### src/rtl/ps2_key_tracker_if.sv
// Byte-in / event-out bundle for the PS/2 key tracker.
// The master side is the tracker; the slave side is the byte source and event consumer.
interface ps2_key_tracker_if #(
    parameter int NUM_KEYS = 4,
    parameter int CW       = 4
);
    logic [7:0]          rx_data;
    logic                rx_valid;
    logic [NUM_KEYS-1:0] key_held;
    logic [7:0]          last_ascii;
    logic                evt_valid;
    logic                evt_ready;
    logic [7:0]          evt_code;
    logic                evt_break;
    logic                evt_ext;
    logic [CW-1:0]       evt_count;
    logic                overflow;
    logic                overflow_clr;

    modport master (
        input  rx_data, rx_valid, evt_ready, overflow_clr,
        output key_held, last_ascii, evt_valid, evt_code, evt_break, evt_ext,
               evt_count, overflow
    );

    modport slave (
        output rx_data, rx_valid, evt_ready, overflow_clr,
        input  key_held, last_ascii, evt_valid, evt_code, evt_break, evt_ext,
               evt_count, overflow
    );
endinterface

### src/rtl/ps2_key_tracker.sv
// PS/2 set-2 scan-code parser: E0/F0 prefix handling, held-key tracking for mapped keys,
// last-pressed ASCII and a show-ahead event FIFO with sticky overflow.
module ps2_key_tracker #(
    parameter int                    NUM_KEYS       = 4,
    parameter logic [NUM_KEYS*8-1:0] KEY_CODES      = {8'h35, 8'h32, 8'h42, 8'h15},
    parameter logic [NUM_KEYS*8-1:0] KEY_ASCII      = {"y", "b", "k", "q"},
    parameter int                    FIFO_DEPTH     = 8,
    parameter int                    PREFIX_TIMEOUT = 50000
) (
    input  logic             inclock,
    input  logic             resetn,
    ps2_key_tracker_if.master bus
);
    localparam int AW = $clog2(FIFO_DEPTH);
    localparam int CW = AW + 1;
    localparam int TW = (PREFIX_TIMEOUT > 1) ? $clog2(PREFIX_TIMEOUT) : 1;
    localparam int KW = (NUM_KEYS > 1) ? $clog2(NUM_KEYS) : 1;

    typedef enum logic [1:0] {S_IDLE, S_EXT, S_BRK, S_EXTBRK} state_t;
    typedef struct packed {
        logic       ext;
        logic       brk;
        logic [7:0] code;
    } evt_t;

    state_t  state, state_nxt;
    logic    [TW-1:0] to_cnt;
    logic    timeout;
    logic    is_prefix, is_noise;
    logic    emit, emit_brk, emit_ext;

    assign is_prefix = (bus.rx_data == 8'hE0) || (bus.rx_data == 8'hF0);
    assign is_noise  = (bus.rx_data == 8'hAA) || (bus.rx_data == 8'hFA) ||
                       (bus.rx_data == 8'hFE) || (bus.rx_data == 8'hEE) ||
                       (bus.rx_data == 8'h00) || (bus.rx_data == 8'hFF);
    // A byte arriving on the expiry cycle takes priority over the timeout.
    assign timeout   = (state != S_IDLE) && !bus.rx_valid &&
                       (to_cnt == TW'(PREFIX_TIMEOUT - 1));

    always_ff @(posedge inclock or negedge resetn) begin
        if (!resetn) state <= S_IDLE;
        else         state <= state_nxt;
    end

    always_comb begin
        state_nxt = state;
        if (bus.rx_valid) begin
            case (state)
                S_IDLE: begin
                    if (bus.rx_data == 8'hE0)      state_nxt = S_EXT;
                    else if (bus.rx_data == 8'hF0) state_nxt = S_BRK;
                end
                S_EXT: begin
                    if (bus.rx_data == 8'hF0)      state_nxt = S_EXTBRK;
                    else if (bus.rx_data != 8'hE0) state_nxt = S_IDLE;
                end
                default: state_nxt = S_IDLE;
            endcase
        end else if (timeout) begin
            state_nxt = S_IDLE;
        end
    end

    always_comb begin
        emit     = 1'b0;
        emit_brk = 1'b0;
        emit_ext = 1'b0;
        if (bus.rx_valid) begin
            case (state)
                S_IDLE:   emit = !is_prefix && !is_noise;
                S_EXT:    begin emit = !is_prefix; emit_ext = 1'b1; end
                S_BRK:    begin emit = !is_prefix; emit_brk = 1'b1; end
                S_EXTBRK: begin emit = !is_prefix; emit_brk = 1'b1; emit_ext = 1'b1; end
                default:  emit = 1'b0;
            endcase
        end
    end

    always_ff @(posedge inclock or negedge resetn) begin
        if (!resetn)                                       to_cnt <= '0;
        else if (state == S_IDLE || bus.rx_valid || timeout) to_cnt <= '0;
        else                                               to_cnt <= to_cnt + TW'(1);
    end

    // Key lookup: descending scan so the lowest matching index is the one left standing.
    logic          hit;
    logic [KW-1:0] hit_idx;
    always_comb begin
        hit     = 1'b0;
        hit_idx = '0;
        for (int i = NUM_KEYS - 1; i >= 0; i--) begin
            if (KEY_CODES[8*i +: 8] == bus.rx_data) begin
                hit     = 1'b1;
                hit_idx = KW'(i);
            end
        end
    end

    logic [NUM_KEYS-1:0] held_q;
    logic [7:0]          ascii_q;
    always_ff @(posedge inclock or negedge resetn) begin
        if (!resetn) begin
            held_q  <= '0;
            ascii_q <= '0;
        end else if (emit && !emit_ext) begin
            if (emit_brk) begin
                if (hit) held_q[hit_idx] <= 1'b0;
            end else if (hit) begin
                held_q[hit_idx] <= 1'b1;
                ascii_q         <= KEY_ASCII[8*hit_idx +: 8];
            end else begin
                ascii_q <= 8'h00;
            end
        end
    end

    evt_t          mem [FIFO_DEPTH];
    evt_t          head_q, new_evt;
    logic [AW-1:0] wr_ptr, rd_ptr, rd_nxt;
    logic [CW-1:0] count, remain;
    logic          full, do_pop, do_push, ovf_q;

    assign new_evt = '{ext: emit_ext, brk: emit_brk, code: bus.rx_data};
    assign full    = (count == CW'(FIFO_DEPTH));
    assign do_pop  = bus.evt_ready && (count != '0);
    assign do_push = emit && (!full || do_pop);
    assign rd_nxt  = do_pop ? rd_ptr + AW'(1) : rd_ptr;
    assign remain  = count - CW'(do_pop);

    always_ff @(posedge inclock) begin
        if (do_push) mem[wr_ptr] <= new_evt;
    end

    // head_q mirrors the show-ahead entry and simply keeps its value once the FIFO drains.
    always_ff @(posedge inclock or negedge resetn) begin
        if (!resetn) begin
            wr_ptr <= '0;
            rd_ptr <= '0;
            count  <= '0;
            head_q <= '0;
            ovf_q  <= 1'b0;
        end else begin
            if (do_push) wr_ptr <= wr_ptr + AW'(1);
            rd_ptr <= rd_nxt;
            count  <= remain + CW'(do_push);
            if (do_push && remain == '0) head_q <= new_evt;
            else if (remain != '0)       head_q <= mem[rd_nxt];
            if (emit && full && !do_pop) ovf_q <= 1'b1;
            else if (bus.overflow_clr)   ovf_q <= 1'b0;
        end
    end

    assign bus.key_held   = held_q;
    assign bus.last_ascii = ascii_q;
    assign bus.evt_valid  = (count != '0);
    assign bus.evt_code   = head_q.code;
    assign bus.evt_break  = head_q.brk;
    assign bus.evt_ext    = head_q.ext;
    assign bus.evt_count  = count;
    assign bus.overflow   = ovf_q;
endmodule

### src/flat_wrapper.sv
// flat-port wrapper written by rule: the top's interface ports become plain ports
module ps2_key_tracker_flat 
#(
    parameter int                    NUM_KEYS       = 4,
    parameter logic [NUM_KEYS*8-1:0] KEY_CODES      = {8'h35, 8'h32, 8'h42, 8'h15},
    parameter logic [NUM_KEYS*8-1:0] KEY_ASCII      = {" ", " ", " ", " "},
    parameter int                    FIFO_DEPTH     = 8,
    parameter int                    PREFIX_TIMEOUT = 50000
)
  (inclock, resetn, bus_rx_data, bus_rx_valid, bus_evt_ready, bus_overflow_clr, bus_key_held, bus_last_ascii, bus_evt_valid, bus_evt_code, bus_evt_break, bus_evt_ext, bus_evt_count, bus_overflow);
  ps2_key_tracker_if #(.NUM_KEYS(NUM_KEYS), .CW(($clog2((8)) + 1))) bus_i ();
  input  logic inclock;
  input  logic resetn;
  input wire logic [$bits(bus_i.rx_data)-1:0] bus_rx_data;
  input wire logic [$bits(bus_i.rx_valid)-1:0] bus_rx_valid;
  input wire logic [$bits(bus_i.evt_ready)-1:0] bus_evt_ready;
  input wire logic [$bits(bus_i.overflow_clr)-1:0] bus_overflow_clr;
  output wire logic [$bits(bus_i.key_held)-1:0] bus_key_held;
  output wire logic [$bits(bus_i.last_ascii)-1:0] bus_last_ascii;
  output wire logic [$bits(bus_i.evt_valid)-1:0] bus_evt_valid;
  output wire logic [$bits(bus_i.evt_code)-1:0] bus_evt_code;
  output wire logic [$bits(bus_i.evt_break)-1:0] bus_evt_break;
  output wire logic [$bits(bus_i.evt_ext)-1:0] bus_evt_ext;
  output wire logic [$bits(bus_i.evt_count)-1:0] bus_evt_count;
  output wire logic [$bits(bus_i.overflow)-1:0] bus_overflow;
  assign bus_i.rx_data = bus_rx_data;
  assign bus_i.rx_valid = bus_rx_valid;
  assign bus_i.evt_ready = bus_evt_ready;
  assign bus_i.overflow_clr = bus_overflow_clr;
  assign bus_key_held = bus_i.key_held;
  assign bus_last_ascii = bus_i.last_ascii;
  assign bus_evt_valid = bus_i.evt_valid;
  assign bus_evt_code = bus_i.evt_code;
  assign bus_evt_break = bus_i.evt_break;
  assign bus_evt_ext = bus_i.evt_ext;
  assign bus_evt_count = bus_i.evt_count;
  assign bus_overflow = bus_i.overflow;
  ps2_key_tracker #(.NUM_KEYS(NUM_KEYS), .KEY_CODES(KEY_CODES), .KEY_ASCII(KEY_ASCII), .FIFO_DEPTH(FIFO_DEPTH), .PREFIX_TIMEOUT(PREFIX_TIMEOUT)) u_core (.inclock(inclock), .resetn(resetn), .bus(bus_i));
endmodule
### config.mk
export PLATFORM = sky130hd
export DESIGN_NAME = ps2_key_tracker_flat
export DESIGN_NICKNAME = d
export VERILOG_FILES = /design/src/rtl/ps2_key_tracker_if.sv /design/src/rtl/ps2_key_tracker.sv /design/src/flat_wrapper.sv
export SDC_FILE = /design/constraint.sdc
export NUM_CORES = 1
export LEC_CHECK = 0
export CAP_MARGIN = 30
export CORE_MARGIN = 5
export CORE_UTILIZATION = 59
export DETAILED_ROUTE_END_ITERATION = 6
export GPL_ROUTABILITY_DRIVEN = 1
export GPL_TIMING_DRIVEN = 1
export MAX_ROUTING_LAYER = met4
export PLACE_DENSITY = 0.8
export SETUP_SLACK_MARGIN = 0.1
export SYNTH_ARGS = -nofsm -noshare
export SYNTH_HDL_FRONTEND = slang
export SYNTH_SLANG_ARGS = --single-unit
### constraint.sdc
create_clock -name inclock -period 3.9 [get_ports inclock]
set_input_delay 0.39 -clock inclock [delete_from_list [all_inputs] [get_ports inclock]]
set_output_delay 0.39 -clock inclock [all_outputs]
set_load 0.02 [all_outputs]
* Yosys cells after proc, flatten, opt, wreduce, memory -nomap -nowiden
Memories as Yosys holds them, arrays and structs flattened. Index checks and enable logic that the tools add are counted.
Cells by class: reduce and logical (&&, ||, !) cells 40, magnitude comparators 2, shift-type cells 1, multiplexer cells 35, equality and inequality tests 19, $add $sub $neg 5, bitwise operators 4
Operator list (number):
- $eq A8 B8 Y1 const B | 7
- $shiftx A32 B6 Y8 const A | 1
- $mux W10 | 2
- $mux W2 | 10
- $add A16 B1 Y16 const B | 1
- $eq A16 B16 Y1 const B | 1
- $eq A6 B8 Y1 const A | 2
- $mux W16 | 1
- $mux W1 | 14
- $mux W4 | 3
- $logic_and A1 B1 Y1 | 10
- $logic_or A1 B1 Y1 | 9
- $eq A5 B8 Y1 const A | 1
- $eq A7 B8 Y1 const A | 1
- $logic_not A8 Y1 | 1
- $mux W8 | 1
- $ne A4 B2 Y1 const B | 2
- $ne A8 B8 Y1 const B | 1
- $reduce_bool A2 Y1 | 4
- $reduce_bool A4 Y1 | 2
- $add A3 B1 Y3 const B | 2
- $logic_not A1 Y1 | 6
- $add A4 B1 Y4 | 1
- $and A4 B4 Y4 | 1
- 19 further kinds | 22
Word-level totals: output and inout bits 28, bits in registers 51, memory bits (writable) 80, memories 1
Memory list:
- u_core.mem | words 8, width 10, rd ports 1, clocked after memory_dff 0, wr ports 1, line ps2_key_tracker.sv:117 | evt_t mem [FIFO_DEPTH];

* Longest topological paths before layout
Gate-level depths: netlist (run 1).
depth after elaboration 13, depth in mapped cells 12, gate-level depth less buffers 8

* Least setup slack after synthesis (run 1)
OpenSTA, ideal clock, no wires.
path type register to register, start point register u_core.count[2] (netlist: u_core.bus.evt_count[2]), end point register u_core.head_q (netlist bit u_core.bus.evt_code[3]), data arrival time 3053 ps, data required time 3766 ps, period minus slack after synthesis 3187 ps, path slack 713 ps, cell stages (with the launch flop) 13, library setup time 134 ps, cell sequence dfrtp_1 > o41ai_1 > buf_2 > inv_1 > clkbuf_1 > ha_1 > ha_1 > xnor2_1 > and4_1 > clkbuf_1 > clkbuf_1 > a211o_1 > o211ai_1
On the way: longest elaborated chain between the ends 6
Ends and longest elaborated chain:
- from (decl) | line ps2_key_tracker.sv:120 | logic [CW-1:0] count, remain;
- from (signal assigned) | line ps2_key_tracker.sv:145 | count <= remain + CW'(do_push);
- $reduce_bool A4 Y1 / $eq A4 B4 Y1 (equally long branches) | line ps2_key_tracker.sv:125, ps2_key_tracker.sv:124
- $logic_and A1 B1 Y1 / $logic_not A1 Y1 (equally long branches) | line ps2_key_tracker.sv:125, ps2_key_tracker.sv:126
- $sub A4 B1 Y4 (tied with other cells) | line ps2_key_tracker.sv:128 | assign remain = count - CW'(do_pop);
- $logic_not A4 Y1 (tied with other cells) | line ps2_key_tracker.sv:146 | if (do_push && remain == '0) head_q <= new_evt;
- $logic_and A1 B1 Y1 / $mux W10 (equally long branches) | line ps2_key_tracker.sv:146, ps2_key_tracker.sv:147
- $mux W10 / $reduce_bool A2 Y1 (equally long branches)
- to (signal assigned) | line ps2_key_tracker.sv:146
- to (signal assigned) | line ps2_key_tracker.sv:147 | else if (remain != '0) head_q <= mem[rd_nxt];
- to (decl) | line ps2_key_tracker.sv:118 | evt_t head_q, new_evt;
Several ways; a longest one is shown, not always the timed one. The select of a mux whose other input is x is not followed. A chain may end at the register's enable or synchronous reset.

* Final worst setup path (run 1)
start point register u_core.count[3] (netlist: u_core.bus.evt_count[3]), end point register u_core.head_q (netlist bit u_core.bus.evt_code[1])
The elaborated chain is that of the path after synthesis.

==> out/metrics.cfg, run 1 <==
[synthesis]
syn-mean-instance-area_um2=14.3
post_synth_fa_ha_maj_area_fraction=0.0145
post_synthesis_share_of_cell_area_spent_on_and_or_nand_and_nor_gates=0.0995
dominantRegCellSynth=edfxtp_1
synth.mux.area_fraction=0.169
mappedNetlistArea_mm2=0.00602
ys_ff_latch=124
synth_xor_xnor_area_share=0.0320
synth-compound-area-share=0.0690
synth_top_family_by_area=multiplexers
synth-warning-count=0
synthCells=420
yosysUniqueCellTypes=46
yosysSeqAreaShare=0.582
synth-edff-count=80
postSynth.asyncResetShare=0.355

[clock_tree]
postCtsHoldBufs=0
tritoncts.num_buffers=17
cts.sinks=124
cts_setup_buffers=0
tritoncts=built
cts.path.max_buffers=2
clock_transition_time_at_the_flip_flop_clock_pins_of_the_worst_setup_and_hold_paths_ps=60
cts_max_level=4
cts_root_buffer=clkbuf_8
cells_resized_by_post_cts_repair=0
insertion_delay_ps=520

[floorplan]
die-area_mm2=0.0123
die-width_um=111
chipHeight_um=111
floorplan.core_area_mm2=0.00986
top_level_ports=41
number_of_placement_rows=36
starting_density=0.611

[min_path]
holdCritPathClass=primary input to async pin

[worst_setup_path]
setup.worst_path.class=flip-flop to flip-flop
worst-endpoint-required_ps=4270
cp-end-kind=flip-flop
regToRegSetupSlack_ps=920
critPathArrivalTime_ps=3350
cp_max_fo=16
worst_setup_path_start_kind=flip-flop

[global_route]
grt-busiest-layer=met2
use_met1=0.313
m3_gr_usage=0.0513
global_route_wire_length_before_repair_mm=22.8
antenna_found_initial=0
grt_util_met2=0.389
globalRouteOverflowTotal=0
grt_max_degree=45
grt_pass1_vias=4214
grt_use_total=0.250

[sta]
min_period_ps=2980
whs_ps=247
finalMaxSlewViolations=0
final.period_utilization=0.764
timing.final.hold_violations=0
number_of_setup_violations_in_the_final_report=0
fmax_ghz=0.336
timing_worst_slew_pin_value_ps=944
final.setup.tns_ps=0
unrepaired_setup_endpoints_after_global_routing=no
timing.slew.headroom=0.366
clock-skew-final_ps=9.28

[detailed_routing]
drt_wl_cell_um=23.2
dr.pass1.iters=5
drt_first_iter_violations=463
drt_wl_total_mm=14.4
vias_per_cell=6.57
drtAntennaViolNets=0
vias=4083
drc_errors=0

[pwr]
pwr_density_cell_mw_per_mm2=764
vdd.ir_drop.worst_mv=0.556
p_leak_nw=2.64
report.power.total_mw=5.53

[layout]
nFillCells=599
area.growth.synth_to_final_pct=20.2
diodes=0
number_of_non_filler_instances_in_the_completed_layout=621
finish.instance_area_mm2=0.00724
post_route_cells_drive_above_1_share=0.232
layout.nets=495

[outcome]
status=finished, final reports clean

[placed_design]
detailed_place_hpwl_mm=9.68
place_inst=587
portBuffers=33
placed_area_mm2=0.00662
gpl.final_weighted_congestion=0.894

[flow_run]
drv_cap=0

-- critical path, cell delays in order, from the launching register on --
cell and delay, ps:
dfrtp_1 430, o41ai_2 400, inv_1 100, ha_1 200, ha_1 190, xnor2_1 300
and4_1 630, buf_4 330, a211o_1 140, o211ai_1 100
-- where the power goes --
part / switching [mW] / leakage (nW) / internal, mW
Clock: 0.638 / 0.279 / 0.933
Combinational: 1.07 / 1.06 / 1.05
Sequential: 0.188 / 1.30 / 1.65
Total: 1.89 / 2.64 / 3.64
-- kinds of logic (layout without fill, tap and decap cells) --
kind of cell | count (synthesis) | in the layout
flip-flops | 124 | 124
adder cells (fa/ha/maj) | 7 | 7
AO/OA/AOI/OAI | 55 | 55
multiplexers | 51 | 51
XOR/XNOR | 22 | 22
buffers and inverters | 44 | 106
other | 1 | 7
AND/OR/NAND/NOR | 116 | 116
-- through the flow --
step | utilization | worst slack, ps
after floorplan | - | 713
after global placement | 0.670 | 677
after detailed placement | 0.671 | 566
after CTS | 0.731 | 956
after global routing | 0.734 | 787
final | 0.734 | 921
-- Yosys cell counts (7+ instances only) --
library cell | count | area, µm²
edfxtp_1 | 80 | 2400
dfrtp_1 | 44 | 1100
mux4_2 | 40 | 901
nand2_1 | 30 | 113
nor2_1 | 23 | 86.3
o211ai_1 | 16 | 120
xnor2_1 | 14 | 123
inv_1 | 12 | 45.0
clkbuf_1 | 11 | 41.3
nand3_1 | 11 | 55.1
o22ai_1 | 10 | 62.6
a211o_1 | 9 | 78.8
nor4_1 | 9 | 56.3
and3_1 | 8 | 50.1
buf_4 | 8 | 60.1
mux2i_1 | 8 | 80.1
nor3_1 | 8 | 40.0
xor2_1 | 8 | 70.1
buf_2 | 7 | 35.0
ha_1 | 7 | 87.6
-- sequential cells by signal (all words and copies together) (netlist names), 2 cells and up, named ones only --
signal,flops
u_core.bus.evt_code,8
u_core.bus.evt_count,4
u_core.mem,80
u_core.rd_ptr,3
u_core.state,2
u_core.to_cnt,16
u_core.wr_ptr,3
-- worst paths after layout --
check,start,to,cells after the start
worst max-delay path,u_core.bus.evt_count[3],u_core.bus.evt_code[1],9
worst min-delay path,resetn,u_core.rd_ptr[2],2
worst max register to register,u_core.bus.evt_count[3],u_core.bus.evt_code[1],9
worst min register to register,u_core.to_cnt[0],u_core.to_cnt[0],1
max in group asynchronous,resetn,u_core.to_cnt[15],3
min in group inclock,bus_overflow_clr,u_core.bus.overflow,2
-- final cells by class --
type                    instances  area (µm²)  area share
flip-flops and latches        124        3500       0.484
inverters                      13        48.8     0.00674
clock inverters                15         176      0.0244
clock buffers                  17         414      0.0572
multi-input cells             258        2380       0.329
repair buffers                 61         551      0.0760
well taps                     133         166      0.0230
-- metal layers --
metal	share of wire	vias up
li1	-	1746
met1	0.37	2020
met2	0.49	257
met3	0.089	60
met4	0.045	0
met5	0	-
-- placed cells by master (no fill, tap or decap), types with 7 or more instances in the layout --
cell type / synthesis / final
a211o_1: 9 / 9
nor4_1: 9 / 7
edfxtp_1: 80 / 80
xor2_1: 8 / 8
ha_1: 7 / 7
o211ai_1: 16 / 16
xnor2_1: 14 / 14
buf_4: 8 / 26
conb_1: 1 / 7
inv_1: 12 / 12
mux2i_1: 8 / 8
clkbuf_16: 0 / 16
mux4_2: 40 / 40
clkdlybuf4s50_1: 0 / 32
o22ai_1: 10 / 10
dfrtp_1: 44 / 43
nor2_1: 23 / 23
nand3_1: 11 / 11
nor3_1: 8 / 8
and3_1: 8 / 8
nand2_1: 30 / 30
Power figures use the tool's default switching activity.
==> run 2: changes to the inputs <==
Settings changed: CORE_UTILIZATION 59 to 53, PLACE_DENSITY 0.8 to 0.76.
Clock period 3.9 ns to 2.6 ns, I/O delays scaled along.
==> run 2 against run 1 <==
Sequential power is 50% higher. Via count is 2.1% higher. Non-clock buffer count is 24 higher. Highest routed layer unchanged.
==> out/metrics.cfg, run 2 (synthesis gave the netlist of run 1 again) <==
[outcome]
status=finished, final reports clean

[layout]
layout.nets=519
number_of_non_filler_instances_in_the_completed_layout=655
area.growth.synth_to_final_pct=26.0
diodes=0
finish.instance_area_mm2=0.00759
largest_register=u_core.mem
layout_commonest_cell=edfxtp_1
layout_common_cells=edfxtp_1 (80), buf_4 (43), dfrtp_1 (41)
post_route_cells_drive_above_1_share=0.270
postLayoutCoreUtil=0.673
largest_register_ff_count=80

[sta]
timing.final.hold_violations=0
clock-skew-final_ps=19.8
timing.slew.headroom=0.520
final.period_utilization=0.910
min_period_ps=2370
timing_worst_slew_pin_value_ps=715
fmax_ghz=0.423
final.setup.tns_ps=0
finalMaxSlewViolations=0
unrepaired_setup_endpoints_after_global_routing=no
number_of_setup_violations_in_the_final_report=0

[detailed_routing]
drt_first_iter_violations=372
dr.pass1.iters=5
vias_per_cell=6.36
drt_wl_total_mm=15.1
drc_errors=0
vias=4168
drtAntennaViolNets=0
drt_wl_cell_um=23.1

[clock_tree]
clock_transition_time_at_the_flip_flop_clock_pins_of_the_worst_setup_and_hold_paths_ps=60
cts_root_buffer=clkbuf_16
tritoncts=built
insertion_delay_ps=420
tritoncts.num_buffers=17
cts_max_level=4
cts.path.max_buffers=2
cts.sinks=124

[floorplan]
die-width_um=117
number_of_placement_rows=39
chipHeight_um=117
die-area_mm2=0.0136
starting_density=0.534
floorplan.core_area_mm2=0.0113
top_level_ports=41

[worst_setup_path]
cp_slowest_cell=dfrtp_2
r2r_cells=9
critical-path-top-delay-family=compound AO/OA/AOI/OAI gates
setup.worst_path.class=flip-flop to flip-flop
max_stage_delay_on_crit_path_ps=430
timing.critical_path.depth=9
number_of_buffers_and_inverters_on_the_critical_path=2
cp-end-kind=flip-flop
worst-endpoint-required_ps=2890
cp_max_fo=12
worst_setup_path_start_kind=flip-flop
cp_cell_sequence=o41ai_4, inv_2, ha_4, ha_2, xnor2_2, and4_4, buf_4, a211o_1, o211ai_1
critPathArrivalTime_ps=2660

[pwr]
portion_of_total_power_attributed_to_sequential_cells=0.319
pwr_density_cell_mw_per_mm2=1140
p_leak_nw=2.80
combPwrFrac=0.393
clockPowerShare=0.288
vdd.ir_drop.worst_mv=0.647
sw_frac_of_total=0.317
p_int_mw=5.90
switching_power_mw=2.74

[global_route]
global_route_wire_length_before_repair_mm=23.9
globalRouteOverflowTotal=0
grt_pass1_vias=4315
grt_max_degree=24
grt_use_total=0.251
antenna_found_initial=0

[min_path]
holdCritPathClass=primary input to async pin

[placed_design]
detailed_place_hpwl_mm=10.1
gpl.final_weighted_congestion=0.980
place_inst=622
portBuffers=33
placed_area_mm2=0.00696

[flow_run]
drv_cap=0

==> run 2: worst paths after layout <==
kind / from / end / slack, ps
setup / recovery: u_core.bus.evt_count[0] / u_core.bus.evt_code[2] / 230
hold / removal: resetn / async pin / 360
setup reg to reg: u_core.bus.evt_count[0] / u_core.bus.evt_code[2] / 230
hold reg to reg: u_core.to_cnt[0] / u_core.to_cnt[0] / 460
max in group asynchronous: resetn / u_core.wr_ptr[0] / 1710
min in group inclock: bus_overflow_clr / u_core.bus.overflow / 410
==> run 2: power groups by stage <==
stage / clock network, mW / logic, mW / registers, mW
finish: 2.48 / 3.40 / 2.76
global route: 2.60 / 3.65 / 2.79
CTS: 2.50 / 3.42 / 2.75
detailed placement: 0 / 3.38 / 2.78
global placement: 0 / 3.30 / 2.76
floorplan: 0 / 2.20 / 2.83
==> run 2: worst register-to-register path, cell delays in order, from the launching register on <==
cell and delay (ps):
dfrtp_2 430, o41ai_4 390, inv_2 90, ha_4 170, ha_2 170, xnor2_2 190, and4_4 330, buf_4 220
a211o_1 160, o211ai_1 90
==> run 2: layout make-up <==
cell class,count,area [µm²]
Clock buffer,23,478
Clock inverter,9,144
Fill cell,735,3680
Inverter,13,48.8
Multi-Input combinational cell,258,2410
Sequential cell,124,3510
Tap cell,143,179
Timing Repair Buffer,85,818
==> run 2: what timing repair did <==
action                                  in CTS  in global routing
endpoints found under the hold margin       21                  0
setup buffers                                0                  0
hold buffers                                 1                  0
endpoints found under the setup margin       5                  5
gates resized for setup                      1                  1
==> run 2: through the flow <==
stage               hold slack, ps  worst slack (ps)  power [mW]
global placement               445              -169        6.06
floorplan                    -35.6              -139        5.03
finish                         363               234        8.64
detailed placement             268              -166        6.16
CTS                            375               139        8.67
global route                   420               117        9.04
==> run 2: routing by layer <==
layer	global-route usage	part of all wire	vias to the layer above
li1	-	-	1803
met2	0.394	0.50	179
met1	0.319	0.41	2143
met5	-	0	-
met4	0.104	0.032	0
met3	0.0591	0.060	43
